$ cat src/rtl/wb_regfile_pkg.sv
// Shared types and helpers for the Wishbone register file.
//   state_t    : bus FSM states
//   SEL_WIDTH  : lane-enable width for the default 32-bit bus with 8-bit lanes
//   lane_mask  : expands a lane-enable vector into a per-bit mask
package wb_regfile_pkg;

  typedef enum logic [1:0] {
    IDLE,
    WAIT,
    RESP,
    HOLD
  } state_t;

  localparam int unsigned DEFAULT_DATA_WIDTH = 32;
  localparam int unsigned DEFAULT_GRANULE    = 8;
  localparam int unsigned SEL_WIDTH          = DEFAULT_DATA_WIDTH / DEFAULT_GRANULE;

  // Wait counter covers WAIT_STATES up to 15.
  localparam int unsigned CNT_WIDTH = 4;

  // Widest data bus the lane_mask helper supports; callers cast to their width.
  localparam int unsigned MAX_DATA_WIDTH = 256;
  localparam int unsigned MAX_IDX_WIDTH  = 8;

  // Bit i of the result is lane enable (i / granule).
  function automatic logic [MAX_DATA_WIDTH-1:0] lane_mask(
    input logic [MAX_DATA_WIDTH-1:0] sel,
    input int unsigned               granule
  );
    logic [MAX_DATA_WIDTH-1:0] mask;
    mask = '0;
    for (int unsigned i = 0; i < MAX_DATA_WIDTH; i++) begin
      mask[MAX_IDX_WIDTH'(i)] = sel[MAX_IDX_WIDTH'(i / granule)];
    end
    return mask;
  endfunction

endpackage

$ cat src/rtl/wb_regfile_cell.sv
// One register of the file, behaviour selected by mode parameters.
//   clk_i, rst_ni : clock, asynchronous active-low reset
//   we            : bus write commit for this register (one cycle)
//   mask_bits     : per-bit lane mask of the write
//   wdata         : bus write data
//   hw_set        : per-bit hardware set strobes (W1C mode only)
//   q             : stored value (constant 0 in RO mode)
module wb_regfile_cell
  import wb_regfile_pkg::*;
#(
  parameter int unsigned DATA_WIDTH = 32,
  parameter bit          RO         = 1'b0,
  parameter bit          W1C        = 1'b0
) (
  input  logic                  clk_i,
  input  logic                  rst_ni,
  input  logic                  we,
  input  logic [DATA_WIDTH-1:0] mask_bits,
  input  logic [DATA_WIDTH-1:0] wdata,
  input  logic [DATA_WIDTH-1:0] hw_set,
  output logic [DATA_WIDTH-1:0] q
);

  logic [DATA_WIDTH-1:0] q_d;
  logic [DATA_WIDTH-1:0] clr_bits;

  // Inputs only some modes consume.
  logic unused_in;
  assign unused_in = ^{we, mask_bits, wdata, hw_set};

  assign clr_bits = mask_bits & wdata & {DATA_WIDTH{we}};

  // Next value: RO holds nothing, W1C clears then sets (set wins), RW merges lanes.
  always_comb begin
    q_d = q;
    if (RO) begin
      q_d = '0;
    end else if (W1C) begin
      q_d = (q & ~clr_bits) | hw_set;
    end else if (we) begin
      q_d = (q & ~mask_bits) | (wdata & mask_bits);
    end
  end

  always_ff @(posedge clk_i or negedge rst_ni) begin
    if (!rst_ni) begin
      q <= '0;
    end else begin
      q <= q_d;
    end
  end

endmodule

$ cat src/rtl/wb_slave_regfile.sv
// Wishbone classic slave register file with RW, RO and W1C registers.
//   clk_i, rst_ni   : clock, asynchronous active-low reset
//   adr_i           : register index (not a byte address)
//   dat_i / dat_o   : write / read data; dat_o is 0 outside a response
//   sel_i           : lane enables, GRANULE bits each
//   we_i, stb_i, cyc_i : Wishbone request qualifiers
//   ack_o / err_o   : normal / error termination, held until stb_i or cyc_i drops
//   hw_val_i        : values returned for read-only registers
//   hw_set_i        : per-bit set strobes for W1C registers
//   reg_o           : stored value of every register (RO slices are 0)
//   wr_pulse_o      : one-cycle pulse per committed write
module wb_slave_regfile
  import wb_regfile_pkg::*;
#(
  parameter int unsigned             ADDR_WIDTH   = 16,
  parameter int unsigned             DATA_WIDTH   = 32,
  parameter int unsigned             GRANULE      = 8,
  parameter int unsigned             REGISTER_NUM = 16,
  parameter int unsigned             WAIT_STATES  = 0,
  parameter logic [REGISTER_NUM-1:0] RO_MASK      = '0,
  parameter logic [REGISTER_NUM-1:0] W1C_MASK     = '0
) (
  input  logic                               clk_i,
  input  logic                               rst_ni,
  input  logic [ADDR_WIDTH-1:0]              adr_i,
  input  logic [DATA_WIDTH-1:0]              dat_i,
  output logic [DATA_WIDTH-1:0]              dat_o,
  input  logic [DATA_WIDTH/GRANULE-1:0]      sel_i,
  input  logic                               we_i,
  input  logic                               stb_i,
  input  logic                               cyc_i,
  output logic                               ack_o,
  output logic                               err_o,
  input  logic [REGISTER_NUM*DATA_WIDTH-1:0] hw_val_i,
  input  logic [REGISTER_NUM*DATA_WIDTH-1:0] hw_set_i,
  output logic [REGISTER_NUM*DATA_WIDTH-1:0] reg_o,
  output logic [REGISTER_NUM-1:0]            wr_pulse_o
);

  localparam int unsigned SEL_W = DATA_WIDTH / GRANULE;

  state_t                  state_q, state_d;
  logic [CNT_WIDTH-1:0]    cnt_q, cnt_d;
  logic [ADDR_WIDTH-1:0]   adr_q, adr_d;
  logic [DATA_WIDTH-1:0]   dat_q, dat_d;
  logic [SEL_W-1:0]        sel_q, sel_d;
  logic                    we_q, we_d;
  logic                    ack_d, err_d;
  logic [DATA_WIDTH-1:0]   dat_o_d;
  logic [REGISTER_NUM-1:0] wr_pulse_d;
  logic [REGISTER_NUM-1:0] cell_we;

  logic [REGISTER_NUM-1:0]                 hit;
  logic [DATA_WIDTH-1:0]                   mask_c;
  logic [REGISTER_NUM:0][DATA_WIDTH-1:0]   rd_acc;
  logic                                    in_range;
  logic                                    hit_ro;

  // hw_val_i is only consumed for RO registers.
  logic unused_hw;
  assign unused_hw = ^hw_val_i;

  assign mask_c   = DATA_WIDTH'(lane_mask(MAX_DATA_WIDTH'(sel_q), GRANULE));
  assign in_range = |hit;
  assign hit_ro   = |(hit & RO_MASK);

  assign rd_acc[0] = '0;

  // Per-register decode, storage and read-source selection.
  for (genvar r = 0; r < REGISTER_NUM; r++) begin : g_reg
    logic [DATA_WIDTH-1:0] src;

    assign hit[r] = (adr_q == ADDR_WIDTH'(r));

    wb_regfile_cell #(
      .DATA_WIDTH (DATA_WIDTH),
      .RO         (RO_MASK[r]),
      .W1C        (W1C_MASK[r] && !RO_MASK[r])
    ) u_cell (
      .clk_i     (clk_i),
      .rst_ni    (rst_ni),
      .we        (cell_we[r]),
      .mask_bits (mask_c),
      .wdata     (dat_q),
      .hw_set    (hw_set_i[r*DATA_WIDTH +: DATA_WIDTH]),
      .q         (reg_o[r*DATA_WIDTH +: DATA_WIDTH])
    );

    if (RO_MASK[r]) begin : g_ro
      assign src = hw_val_i[r*DATA_WIDTH +: DATA_WIDTH];
    end else begin : g_rw
      assign src = reg_o[r*DATA_WIDTH +: DATA_WIDTH];
    end

    assign rd_acc[r+1] = rd_acc[r] | (hit[r] ? src : '0);
  end

  // Next-state and registered-output logic.
  always_comb begin
    state_d    = state_q;
    cnt_d      = cnt_q;
    adr_d      = adr_q;
    dat_d      = dat_q;
    sel_d      = sel_q;
    we_d       = we_q;
    ack_d      = ack_o;
    err_d      = err_o;
    dat_o_d    = dat_o;
    wr_pulse_d = '0;
    cell_we    = '0;

    case (state_q)
      IDLE: begin
        if (cyc_i && stb_i) begin
          adr_d   = adr_i;
          dat_d   = dat_i;
          sel_d   = sel_i;
          we_d    = we_i;
          cnt_d   = CNT_WIDTH'(WAIT_STATES);
          state_d = (WAIT_STATES > 0) ? WAIT : RESP;
        end
      end
      WAIT: begin
        if (!cyc_i) begin
          // Master abandoned the cycle: drop it without touching any register.
          cnt_d   = '0;
          state_d = IDLE;
        end else begin
          cnt_d = cnt_q - CNT_WIDTH'(1);
          if (cnt_q == CNT_WIDTH'(1)) begin
            state_d = RESP;
          end
        end
      end
      RESP: begin
        state_d = HOLD;
        if (!in_range || (we_q && hit_ro)) begin
          err_d = 1'b1;
        end else begin
          ack_d = 1'b1;
          if (we_q) begin
            cell_we    = hit;
            wr_pulse_d = hit;
          end else begin
            dat_o_d = rd_acc[REGISTER_NUM] & mask_c;
          end
        end
      end
      HOLD: begin
        if (!stb_i || !cyc_i) begin
          ack_d   = 1'b0;
          err_d   = 1'b0;
          dat_o_d = '0;
          state_d = IDLE;
        end
      end
      default: begin
        state_d = IDLE;
      end
    endcase
  end

  always_ff @(posedge clk_i or negedge rst_ni) begin
    if (!rst_ni) begin
      state_q    <= IDLE;
      cnt_q      <= '0;
      adr_q      <= '0;
      dat_q      <= '0;
      sel_q      <= '0;
      we_q       <= 1'b0;
      ack_o      <= 1'b0;
      err_o      <= 1'b0;
      dat_o      <= '0;
      wr_pulse_o <= '0;
    end else begin
      state_q    <= state_d;
      cnt_q      <= cnt_d;
      adr_q      <= adr_d;
      dat_q      <= dat_d;
      sel_q      <= sel_d;
      we_q       <= we_d;
      ack_o      <= ack_d;
      err_o      <= err_d;
      dat_o      <= dat_o_d;
      wr_pulse_o <= wr_pulse_d;
    end
  end

endmodule
$ cat config.mk
export PLATFORM = sky130hd
export DESIGN_NAME = wb_slave_regfile
export DESIGN_NICKNAME = d
export VERILOG_FILES = /design/src/rtl/wb_regfile_pkg.sv /design/src/rtl/wb_regfile_cell.sv /design/src/rtl/wb_slave_regfile.sv
export SDC_FILE = /design/constraint.sdc
export NUM_CORES = 1
export LEC_CHECK = 0
export CAP_MARGIN = 20
export CORE_AREA = 8 8 635 637
export CTS_CLUSTER_DIAMETER = 80
export CTS_CLUSTER_SIZE = 16
export DETAILED_ROUTE_END_ITERATION = 16
export DIE_AREA = 0 0 643 645
export PLACE_DENSITY_LB_ADDON = 0.2
export SYNTH_ARGS = -nofsm -noshare
export SYNTH_HDL_FRONTEND = slang
export SYNTH_SLANG_ARGS = --single-unit
$ cat constraint.sdc
create_clock -name clk_i -period 6.25 [get_ports clk_i]
set_input_delay 1.25 -clock clk_i [delete_from_list [all_inputs] [get_ports clk_i]]
set_output_delay 1.25 -clock clk_i [all_outputs]
set_load 0.03 [all_outputs]
==> summary.txt, run 1 <==
======================================================================================================
Number of flops mapped to enable cells by yosys                                                      0
Ys flop type                                                                                   dfrtp_1
Vias in the first global route                                                                   22900
Setup WS pre-CTS                                                                               1.61 ns
CTS tree                                                                                         built
Number of filler cells placed in the layout                                                      44900
Final min period                                                                               4.60 ns
Worst min-delay path category                                                             flip-flop to flip-flop
Ranking of synthesized cells by area                                                      dfrtp_1 (57%), mux2_1 (15%), mux2_2 (8.7%)
Number of warnings issued by yosys                                                                   0
Cell type with the largest total area after synthesis                                          dfrtp_1
Area added between synthesis and finish                                                          59.9%
Design Power                                                                                   11.9 mW
CP required                                                                                    6.82 ns
Critical-path maximum fanout                                                                        32
Clock transition at the register clock pins on the worst setup and hold paths after CTS        0.07 ns
Worst setup margin                                                                             1.65 ns
Synthesized Nets                                                                                  3016
Most frequent standard cell in the layout excluding fill and tap cells                         dfrtp_1
Worst-Skew Late Latency                                                                        0.71 ns
Slew of the pin with the lowest slew margin                                                    1.17 ns
Leading cell types in the layout, fill and taps excluded                                  dfrtp_1 (617), clkdlybuf4s50_1 (616), mux2_1 (363)
Share of the yosys chip area belonging to registers                                              57.0%
Worst min-delay path startpoint                                                           dat_o[16]$_DFFE_PN0P_
Average cell area after synthesis                                                           14.1 sq um
Max-capacitance violation count                                                                      0
Number of placement rows                                                                           231
Pwr Density                                                                                274 nW/um^2
Wirelength per Cell                                                                       30.0 microns
H-tree depth                                                                                         3
Number of antenna violations at the first check in global routing                                   46
Worst endpoint data arrival time                                                               5.17 ns
Initial cell density of the core                                                                 6.92%
Distinct cell type count of the synthesized netlist                                                 68
Number of top-level pins                                                                          1643
Pre-Repair DR Iteration Count                                                                        5
Post-CTS setup buffer count                                                                          0
GP Congestion                                                                                    0.763
Post-detailed-placement half-perimeter wirelength                                         193000 microns
Max-slew violation count                                                                             0
First-pass GRT wire length                                                                297000 microns
Maximum number of pins on one net before global-route repair                                       147
Die height                                                                                 645 microns
Vias per cell                                                                                     2.76
Number of DRC violations after detailed-routing iteration 0                                       1461
Layout cells sized above 1                                                                       21.5%
Total length of routed wires                                                              238000 microns
Synth top area share                                                                             57.0%
Resized Gates After CTS                                                                              0
Root Buffer                                                                                  clkbuf_16
Count of endpoints failing hold in the final timing report                                           0
Critical path startpoint category                                                            flip-flop
Area of the die                                                                           415000 sq um
Start point of the critical path                                                          adr_q[13]$_DFFE_PN0P_
Area of the placeable core                                                                394000 sq um
Maximum clock insertion buffer count                                                                 3
Nets                                                                                              3706
Final routed DRC violation total                                                                     0
Syn Inst Count                                                                                    1933
Number of clock sinks                                                                              621
Upper clock frequency limit                                                                    217 MHz
Cts hold-fix bufs                                                                                    0
Number of nets still failing antenna checks after routing                                            0
Post-Route Setup TNS                                                                              0 ns
Class of the most critical setup path                                                     flip-flop to flip-flop
Buffers on Ports                                                                                   618
Utilization after layout                                                                         11.1%
Clock buffer count from CTS                                                                         76
Maximum vdd drop                                                                            0.000212 V
Start of the worst register-to-register path                                              adr_q[13]$_DFFE_PN0P_
Total GRT Usage                                                                                  11.1%
Result of the run                                                                         finished clean
Synthesized area                                                                           27200 sq um
Kind of end point of the critical path                                                       flip-flop
Die X                                                                                      643 microns
Setup violation total in the final timing report                                                     0
Remaining global-route overflow                                                                      0
Final worst path period share                                                                    73.6%
Count of state elements after synthesis                                                            621
Total leakage power                                                                            18.2 nW
Remaining max-slew budget at the tightest pin                                                    21.6%
RSZ-0062 raised after global routing                                                             false
Final clock skew                                                                             0.0735 ns
Vias after detailed routing                                                                      21900
Async set-reset flop share out of synthesis                                                       100%
======================================================================================================
==> area by class of cell <==
| cell class | count | area (sq um) | share of cell area (%) |
|---|---|---|---|
| multi-input combinational | 1180 | 11400 | 26.1 |
| timing repair buffer | 738 | 7180 | 16.5 |
| sequential | 621 | 15500 | 35.7 |
| inverter | 6 | 22.5 | 0.0517 |
| clock buffer | 89 | 2000 | 4.59 |
| antenna | 9 | 22.5 | 0.0517 |
| clock inverter | 52 | 845 | 1.94 |
| tap | 5242 | 6560 | 15.1 |
==> cell families (layout without fill, tap and decap cells) <==
| group | Yosys count | count (layout) | synth area share, % |
|---|---|---|---|
| other | 0 | 9 | 0 |
| buffers and inverters | 132 | 885 | 2.26 |
| AND/OR/NAND/NOR | 279 | 279 | 7.37 |
| AO/OA/AOI/OAI | 320 | 320 | 9.34 |
| adder cells (fa/ha/maj) | 2 | 2 | 0.0918 |
| flip-flops | 621 | 621 | 57.0 |
| multiplexers | 579 | 579 | 23.9 |
==> per-stage QoR <==
stage	std cells	instance area, sq um	hold slack, ns
6_report	7937	43600	0.481
2_1_floorplan	1933	27200	0.472
4_1_cts	7927	43500	0.491
3_5_place_dp	7786	40700	0.473
3_3_place_gp	7783	40600	0.473
5_1_grt	7932	43600	0.498
==> cell usage after synthesis, drive strengths merged (2+ instances only) <==
| library cell | number |
|---|---|
| o21ai | 32 |
| or4b | 4 |
| a221o | 4 |
| a22o | 41 |
| or4 | 4 |
| buf | 51 |
| inv | 6 |
| dfrtp | 621 |
| a32oi | 7 |
| a32o | 4 |
| and2 | 8 |
| mux2i | 6 |
| a221oi | 40 |
| a21oi | 23 |
| nand2b | 3 |
| a21o | 9 |
| a31oi | 6 |
| nand4 | 10 |
| nor4bb | 3 |
| nand4b | 4 |
| a222oi | 50 |
| or4bb | 6 |
| or3 | 2 |
| clkbuf | 75 |
| nor2b | 21 |
| o22ai | 2 |
| and3 | 11 |
| and4 | 3 |
| a22oi | 72 |
| nand2 | 109 |
| nand3b | 6 |
| nand3 | 10 |
| ha | 2 |
| nor4b | 3 |
| a41oi | 13 |
| nor3 | 14 |
| nor2 | 19 |
| a211o | 7 |
| mux2 | 573 |
| nor3b | 3 |
| nor4 | 34 |
==> layer usage <==
layer / global-route usage, % / wire length, microns
met1: 12.8 / 94900
met2: 19.2 / 117000
met3: 4.26 / 19900
met4: 2.62 / 6580
met5: 0 / 13
==> worst max-delay path: stages, from the launching register on <==
cell     delay (ns)
dfrtp_1        0.38
or4_2          0.79
buf_4          0.41
nor4_4         0.81
and2_1         0.56
buf_4          0.38
nand2_1        0.56
mux2_2         0.50
==> power breakdown <==
group | total [mW] | internal (mW) | leakage [nW] | switching, mW
sequential | 5.15 | 4.20 | 8.55 | 0.953
combinational | 1.61 | 0.497 | 8.33 | 1.11
clock | 5.17 | 2.93 | 1.35 | 2.24
==> final timing paths <==
check / to / slack [ns] / cells after the start
setup / recovery: flip-flop / 1.65 / 7
hold / removal: dat_o[16]$_DFFE_PN0P_ / 0.48 / 1
setup reg to reg: flip-flop / 1.65 / 7
hold reg to reg: dat_o[16]$_DFFE_PN0P_ / 0.48 / 1
max in group asynchronous: asynchronous set/reset pin / 4.10 / 2
min in group asynchronous: adr_q[6]$_DFFE_PN0P_ / 0.59 / 1
No activity file was read; power rests on OpenSTA's default activity.
==> inputs of run 2 (changes only) <==
CORE_AREA = 8 8 641 643   (was 8 8 635 637)
DIE_AREA = 0 0 649 651   (was 0 0 643 645)
clock period = 4.7 ns   (was 6.25 ns; I/O delays follow)
==> summary.txt, run 2 (synthesized netlist as in run 1, its figures left out) <==
======================================================================================================
Result of the run                                                                         finished clean
GP Congestion                                                                                    0.763
Placement Cell Area                                                                        40900 sq um
Vias per cell                                                                                     2.74
Class of the most critical setup path                                                     flip-flop to flip-flop
Nets                                                                                              3728
Final routed DRC violation total                                                                     0
Clock transition at the register clock pins on the worst setup and hold paths after CTS        0.07 ns
Cell internal power dissipation                                                                10.0 mW
Vias after detailed routing                                                                      22000
Setup slack of the worst register-to-register path                                             0.61 ns
Net switching power                                                                            5.80 mW
H-tree depth                                                                                         3
Post-detailed-placement half-perimeter wirelength                                         195000 microns
Vias in the first global route                                                                   22700
Cts hold-fix bufs                                                                                    0
CTS tree                                                                                         built
Die height                                                                                 651 microns
Final clock skew                                                                             0.0707 ns
Final non-filler cell area                                                                 43900 sq um
Final min period                                                                               4.09 ns
Number of top-level pins                                                                          1643
Flop pwr share                                                                                   43.6%
Resized Gates After CTS                                                                              0
Post-CTS setup buffer count                                                                          0
Number of antenna violations at the first check in global routing                                   62
Die X                                                                                      649 microns
Maximum vdd drop                                                                            0.000219 V
Clock buffer count from CTS                                                                         79
Area of the placeable core                                                                401000 sq um
Upper clock frequency limit                                                                    244 MHz
Worst endpoint data arrival time                                                               4.66 ns
Number of clock sinks                                                                              621
Buffers on Ports                                                                                   618
Area of the die                                                                           422000 sq um
Area added between synthesis and finish                                                          61.2%
Worst Hold Margin                                                                             0.172 ns
Remaining global-route overflow                                                                      0
Power share of the clock group                                                                   43.6%
Post-Route Setup TNS                                                                              0 ns
Kind of end point of the critical path                                                       flip-flop
Final worst path period share                                                                    87.1%
Share of power burned in combinational logic                                                     12.7%
Worst-Skew Late Latency                                                                        0.73 ns
Leading cell types in the layout, fill and taps excluded                                  dfrtp_1 (617), clkdlybuf4s50_1 (617), mux2_1 (363)
Critical path startpoint category                                                            flip-flop
Count of endpoints failing hold in the final timing report                                           0
Total GRT Usage                                                                                  11.0%
Root Buffer                                                                                  clkbuf_16
Remaining max-slew budget at the tightest pin                                                    18.8%
Worst min-delay path category                                                             input pin to asynchronous set/reset pin
Slew of the pin with the lowest slew margin                                                    1.22 ns
Maximum number of pins on one net before global-route repair                                        86
Max-capacitance violation count                                                                      0
Pwr Density                                                                                361 nW/um^2
Pre-Repair DR Iteration Count                                                                        8
Max-slew violation count                                                                             0
Critical-path maximum fanout                                                                        12
Layout cells sized above 1                                                                       22.3%
Total length of routed wires                                                              241000 microns
Setup violation total in the final timing report                                                     0
Maximum clock insertion buffer count                                                                 3
CP required                                                                                    5.27 ns
Initial cell density of the core                                                                 6.80%
Net Sw Frac                                                                                      36.6%
Total leakage power                                                                            18.4 nW
Utilization after layout                                                                         11.0%
Number of placement rows                                                                           233
Design Power                                                                                   15.8 mW
Wirelength per Cell                                                                       30.1 microns
RSZ-0062 raised after global routing                                                             false
Number of DRC violations after detailed-routing iteration 0                                       1625
Number of nets still failing antenna checks after routing                                            0
First-pass GRT wire length                                                                299000 microns
======================================================================================================
-- run 2: cell type report --
cell class | count | area (sq um)
antenna | 16 | 40.0
clock buffer | 87 | 2090
clock inverter | 55 | 817
fill | 45500 | 357000
inverter | 6 | 22.5
multi-input combinational | 1180 | 11400
sequential | 621 | 15500
tap | 5287 | 6620
timing repair buffer | 757 | 7420
-- run 2: worst paths after layout --
check	startpoint	end	cells after the start
setup / recovery	adr_q[13]$_DFFE_PN0P_	flip-flop	7
hold / removal	rst_ni	dat_q[28]$_DFFE_PN0P_	1
setup reg to reg	adr_q[13]$_DFFE_PN0P_	flip-flop	7
hold reg to reg	dat_o[23]$_DFFE_PN0P_	dat_o[23]$_DFFE_PN0P_	1
max in group asynchronous	rst_ni	adr_q[0]$_DFFE_PN0P_	2
min in group clk_i	dat_o[23]$_DFFE_PN0P_	dat_o[23]$_DFFE_PN0P_	1
-- run 2: power groups by stage --
stage               Combinational [mW]  Sequential, mW  Clock, mW
floorplan                         1.19            5.96          0
global placement                  2.09            7.06          0
detailed placement                2.09            7.06          0
CTS                               2.09            6.96       7.20
global route                      2.15            7.02       7.36
finish                            2.02            6.91       6.91
-- run 2: critical path, stage by stage, from the launching register on --
cell and delay, ns:
dfrtp_1 0.37, or4_2 0.85, or3_2 0.81, buf_4 0.34, nor2_1 0.54, buf_4 0.26
nand2_1 0.32, mux2_1 0.44
-- run 2: metal layers --
layer	part of all wire (%)	GRT usage [%]
met1	38	12.1
met5	0.022	0
met2	48	18.8
met4	2.9	2.70
met3	10	5.27
-- run 2: per-stage QoR --
step	cells	setup slack, ns
CTS	7990	0.543
finish	8009	0.608
detailed placement	7848	0.530
floorplan	1933	2.18
global route	7994	0.495
global placement	7848	0.553
